[src/rtl/puf_response_uart_tx.sv]
// puf_response_uart_tx: sends the latched 8-bit PUF response to the host as a
// single asynchronous serial frame: start bit, 8 data bits LSB first,
// optional even-parity bit, then STOP_BITS stop bits. At most one frame is
// sent per reset epoch.
// Build option: define PUF_UART_PARITY_EN to add a parity bit after the data
// bits. Without the macro the frame is plain 8N1/8N2.
module puf_response_uart_tx #(
  parameter int CLK_HZ    = 100000000,
  parameter int BAUD      = 115200,
  parameter int STOP_BITS = 1          // 1 or 2
) (
  input  logic       clock,
  input  logic       computer_ack_reset,
  input  logic       ready_to_read,
  input  logic [7:0] resp_data,
  output logic       tx,
  output logic       tx_busy,
  output logic       tx_done,
  output logic       response_sent
);

  // Integer division; the bit period must be at least 2 clocks.
  localparam int CLKS_PER_BIT = CLK_HZ / BAUD;
  localparam int CNT_W        = (CLKS_PER_BIT > 1) ? $clog2(CLKS_PER_BIT) : 1;
  localparam logic [CNT_W-1:0] CNT_LAST  = CNT_W'(CLKS_PER_BIT - 1);
  localparam logic [2:0]       STOP_LAST = 3'(STOP_BITS - 1);

  typedef enum logic [2:0] {
    IDLE,
    START,
    DATA,
`ifdef PUF_UART_PARITY_EN
    PARITY,
`endif
    STOP,
    DONE
  } state_t;

  state_t           state_q;
  logic [CNT_W-1:0] baud_cnt_q;
  logic [2:0]       bit_idx_q;
  logic [7:0]       shift_q;
  logic             rdy_q;
  logic             tx_q;
  logic             tx_busy_q;
  logic             tx_done_q;
  logic             sent_q;
`ifdef PUF_UART_PARITY_EN
  logic             parity_q;
`endif

  logic cnt_last;
  logic trigger;

  // Bit boundary and rising-edge trigger; only a fresh edge in IDLE starts a
  // frame, and never once the response has already gone out.
  assign cnt_last = (baud_cnt_q == CNT_LAST);
  assign trigger  = ready_to_read & ~rdy_q & (state_q == IDLE) & ~sent_q;

  // Frame sequencer with all line-facing outputs registered (glitch-free tx).
  always_ff @(posedge clock or posedge computer_ack_reset) begin
    if (computer_ack_reset) begin
      state_q    <= IDLE;
      baud_cnt_q <= '0;
      bit_idx_q  <= '0;
      shift_q    <= '0;
      rdy_q      <= 1'b0;
      tx_q       <= 1'b1;
      tx_busy_q  <= 1'b0;
      tx_done_q  <= 1'b0;
      sent_q     <= 1'b0;
`ifdef PUF_UART_PARITY_EN
      parity_q   <= 1'b0;
`endif
    end else begin
      rdy_q     <= ready_to_read;
      tx_done_q <= 1'b0;
      case (state_q)
        IDLE: begin
          baud_cnt_q <= '0;
          bit_idx_q  <= '0;
          tx_q       <= 1'b1;
          tx_busy_q  <= 1'b0;
          if (trigger) begin
            // Latch the byte now so later buffer changes cannot corrupt it.
            shift_q   <= resp_data;
`ifdef PUF_UART_PARITY_EN
            parity_q  <= ^resp_data;
`endif
            state_q   <= START;
            tx_q      <= 1'b0;
            tx_busy_q <= 1'b1;
          end
        end
        START: begin
          if (cnt_last) begin
            baud_cnt_q <= '0;
            state_q    <= DATA;
            tx_q       <= shift_q[0];
            shift_q    <= shift_q >> 1;
          end else begin
            baud_cnt_q <= baud_cnt_q + CNT_W'(1);
          end
        end
        DATA: begin
          if (cnt_last) begin
            baud_cnt_q <= '0;
            if (bit_idx_q == 3'd7) begin
              bit_idx_q <= '0;
`ifdef PUF_UART_PARITY_EN
              state_q   <= PARITY;
              tx_q      <= parity_q;
`else
              state_q   <= STOP;
              tx_q      <= 1'b1;
`endif
            end else begin
              bit_idx_q <= bit_idx_q + 3'd1;
              tx_q      <= shift_q[0];
              shift_q   <= shift_q >> 1;
            end
          end else begin
            baud_cnt_q <= baud_cnt_q + CNT_W'(1);
          end
        end
`ifdef PUF_UART_PARITY_EN
        PARITY: begin
          if (cnt_last) begin
            baud_cnt_q <= '0;
            state_q    <= STOP;
            tx_q       <= 1'b1;
          end else begin
            baud_cnt_q <= baud_cnt_q + CNT_W'(1);
          end
        end
`endif
        STOP: begin
          // bit_idx_q is reused to count stop-bit periods.
          if (cnt_last) begin
            baud_cnt_q <= '0;
            if (bit_idx_q == STOP_LAST) begin
              bit_idx_q <= '0;
              state_q   <= DONE;
              tx_busy_q <= 1'b0;
              tx_done_q <= 1'b1;
              sent_q    <= 1'b1;
            end else begin
              bit_idx_q <= bit_idx_q + 3'd1;
            end
          end else begin
            baud_cnt_q <= baud_cnt_q + CNT_W'(1);
          end
        end
        DONE: begin
          baud_cnt_q <= '0;
          tx_q       <= 1'b1;
          state_q    <= IDLE;
        end
        default: begin
          state_q <= IDLE;
        end
      endcase
    end
  end

  assign tx            = tx_q;
  assign tx_busy       = tx_busy_q;
  assign tx_done       = tx_done_q;
  assign response_sent = sent_q;

endmodule

[config.mk]
export PLATFORM = sky130hd
export DESIGN_NAME = puf_response_uart_tx
export DESIGN_NICKNAME = d
export VERILOG_FILES = /design/src/rtl/puf_response_uart_tx.sv
export SDC_FILE = /design/constraint.sdc
export NUM_CORES = 1
export LEC_CHECK = 0
export CORE_MARGIN = 2
export CORE_UTILIZATION = 55
export CTS_CLUSTER_DIAMETER = 120
export CTS_CLUSTER_SIZE = 8
export DETAILED_ROUTE_END_ITERATION = 12
export PLACE_DENSITY = 0.87
export SYNTH_ARGS = -nofsm -noshare
export SYNTH_HDL_FRONTEND = slang
export SYNTH_SLANG_ARGS = --single-unit
[constraint.sdc]
create_clock -name clock -period 2.34 [get_ports clock]
set_input_delay 0.234 -clock clock [delete_from_list [all_inputs] [get_ports clock]]
set_output_delay 0.234 -clock clock [all_outputs]
set_load 0.02 [all_outputs]
==> summary.md <==
| Metric | Value |
|---|---|
| Max Cap Viol | `0` |
| Crit share post-route | `89.13%` |
| WL final | `2.885 mm` |
| Core Util, Final | `65.28%` |
| H-tree depth | `2` |
| CTS Root Cell | `clkbuf_4` |
| Worst-Skew Late Latency | `0.33 ns` |
| Mapped Cells | `144` |
| DR iter-0 viols | `27` |
| GRT Overall Usage | `20.43%` |
| CTS tree | `built` |
| Die Wd | `57.11 um` |
| Asr flop ratio synth | `100.0%` |
| Boundary pin count | `15` |
| Fillers | `225` |
| Synth area leaders | `dfrtp_1 (45%), mux2_2 (11%), xor2_1 (4.5%)` |
| Setup WS post-layout | `0.2543 ns` |
| Mapped Nets | `159` |
| Max VDD drop | `0.5830 mV` |
| Clock Sinks | `29` |
| Critical Path End Type | `flip-flop` |
| Max FO, Critical Path | `8` |
| Number of I/O port buffers | `14` |
| Peak Freq | `479.4 MHz` |
| Post-route ant nets | `0` |
| Synth Cell Area | `1551 um^2` |
| Clk_skew | `0.01261 ns` |
| Reg clk slew, reported paths | `0.10 ns` |
| Flops & latches, synth | `29` |
| Top cell type's share of synthesized area | `45.16%` |
| Via count | `1133` |
| GRT overflow | `0` |
| Status | `finished, final reports clean` |
| Max Slew Vio Count | `0` |
| # setup viols final | `0` |
| CORE AREA | `2710 um^2` |
| TritonRoute pass-1 iters | `4` |
| CP Launch Type | `flip-flop` |
| DRC viols | `0` |
| Initial antenna violation count | `0` |
| Most frequent cells in the layout | `dfrtp_1 (28), mux2_2 (15), clkdlybuf4s50_1 (14)` |
| Initial Util | `57.25%` |
| Post-synthesis sequential area ratio | `46.85%` |
| Final Hold Fails | `0` |
| Place WS | `0.1517 ns` |
| Crit Path Class | `flip-flop to flip-flop` |
| Vias per cell | `5.840` |
| Die Area | `3262 um^2` |
| Unrepaired setup endpoints after global routing | `no` |
| Data required, critical path | `2.56 ns` |
| Row count | `19` |
| Slew Limit Headroom | `65.09%` |
| Ant diodes | `0` |
| Crit path DAT | `2.30 ns` |
| Postcts setup bufs | `0` |
| Number of global-route vias before repair | `1122` |
| Slew @ Worst Pin | `0.5236 ns` |
| First-pass GRT wire length | `5.057 mm` |
| Die H | `57.11 um` |
| EDFF count, synth | `0` |
| # hold bufs at CTS | `0` |
| Setup total negative slack | `0 ns` |
| Placed wire-length estimate | `2.098 mm` |
| Drt wl/cell | `14.87 um` |
| Ys flop type | `dfrtp_1` |
| Nets | `177` |
| Final non-filler cell total | `194` |
| Pleak | `0.7765 nW` |
| Yosys Warn Count | `0` |
| Synth-to-layout area growth | `14.03%` |
| TritonCTS buffer count | `5` |
| Layout cell share with drive strength beyond 1 | `20.86%` |
| GPL Wtd Cong | `0.8451` |
| Hold WC Path Type | `primary input to async pin` |
| Commonest non-fill, non-tap cell in the layout | `dfrtp_1` |
| Post-CTS sizing | `0` |
| Placed cells | `186` |
| Largest net degree at the start of global routing | `30` |
| PD cells | `787.6 nW/um^2` |
| Synth area leader | `dfrtp_1` |
| Post-synthesis cell type count | `41` |
| CTS max path bufs | `2` |
| Fin crit period | `2.086 ns` |
| Mapped Avg Cell Area | `10.77 um^2` |
metal layers:
| layer | up-vias | routed length (um) | GRT usage [%] |
|---|---|---|---|
| met5 | - | 0 | 0 |
| li1 | 557 | - | - |
| met1 | 551 | 1282 | 25.34 |
| met3 | 6 | 120 | 6.349 |
| met4 | 0 | 59 | 9.302 |
| met2 | 19 | 1424 | 32.84 |
path summary, 6_finish.rpt:
check | depth (start not counted) | slack [ns] | startpoint | endpoint
max in group asynchronous | 3 | 1.77 | computer_ack_reset | tx
setup / recovery | 6 | 0.25 | bit_idx_q[0] | shift_q[0]
hold reg to reg | 1 | 0.51 | baud_cnt_q[9] | baud_cnt_q[9]
setup reg to reg | 6 | 0.25 | bit_idx_q[0] | shift_q[0]
min in group clock | 1 | 0.37 | ready_to_read | rdy_q
hold / removal | 3 | 0.26 | computer_ack_reset | shift_q[2]
state kept, by name (all words and copies together) (netlist names):
| register | count |
|---|---|
| response_sent | 1 |
| tx | 1 |
| state_q | 3 |
| shift_q | 8 |
| rdy_q | 1 |
| tx_busy | 1 |
| tx_done | 1 |
| bit_idx_q | 3 |
| baud_cnt_q | 10 |
cells in the mapped netlist, types with 2 or more instances:
cell type	instances
o21ai_0	5
ha_1	4
a21oi_1	6
nand2_1	8
inv_1	7
xor2_1	8
nand2b_1	2
or3_1	2
nand3_1	7
nor2_1	10
and2_1	2
dfrtp_1	28
and3_1	4
clkbuf_1	2
nand4_1	6
nor3_1	2
mux2_2	15
o22ai_1	2
o31ai_1	2
cells by family after synthesis:
kind of cell	after synthesis	synth area share [%]
and+or+nand+nor	53	20.08
DFF	29	46.86
AOI/OAI and AO/OA	24	11.45
muxes	15	10.89
buffers and inverters	11	2.984
xor gates and xnor gates	8	4.516
adders and majority gates	4	3.226
worst max-delay path, stage by stage (launching register included):
cell and delay (ns):
dfrtp_1 0.43, ha_1 0.21, ha_1 0.21, o21a_1 0.18, a211oi_2 0.23, a21boi_4 0.34
mux2_2 0.37
through the flow:
| stage | total power, W | instance area (um^2) | hold WS, ns |
|---|---|---|---|
| after floorplan | 0.001003 | 1551 | 0.2654 |
| after global placement | 0.001093 | 1718 | 0.4839 |
| after detailed placement | 0.001120 | 1718 | 0.5001 |
| after CTS | 0.001412 | 1769 | 0.2556 |
| after global routing | 0.001491 | 1769 | 0.3173 |
| final | 0.001393 | 1769 | 0.2574 |
area by class of cell:
class                   instances  area (um^2)  area share, %
well taps                      31        38.79          2.192
multi-input cells             104        778.2          43.99
inverters                       7        26.28          1.485
clock inverters                 2        10.01         0.5658
clock buffers                   6        41.29          2.334
flip-flops and latches         29        726.9          41.09
repair buffers                 15        147.6          8.345
power breakdown:
| part | switching [W] | total, W | internal [W] |
|---|---|---|---|
| logic | 0.000162 | 0.000382 | 0.000220 |
| clock network | 0.000175 | 0.000289 | 0.000114 |
| registers | 0.0000909 | 0.000722 | 0.000631 |
| total | 0.000428 | 0.00139 | 0.000965 |
(Power assumes the default switching activity.)
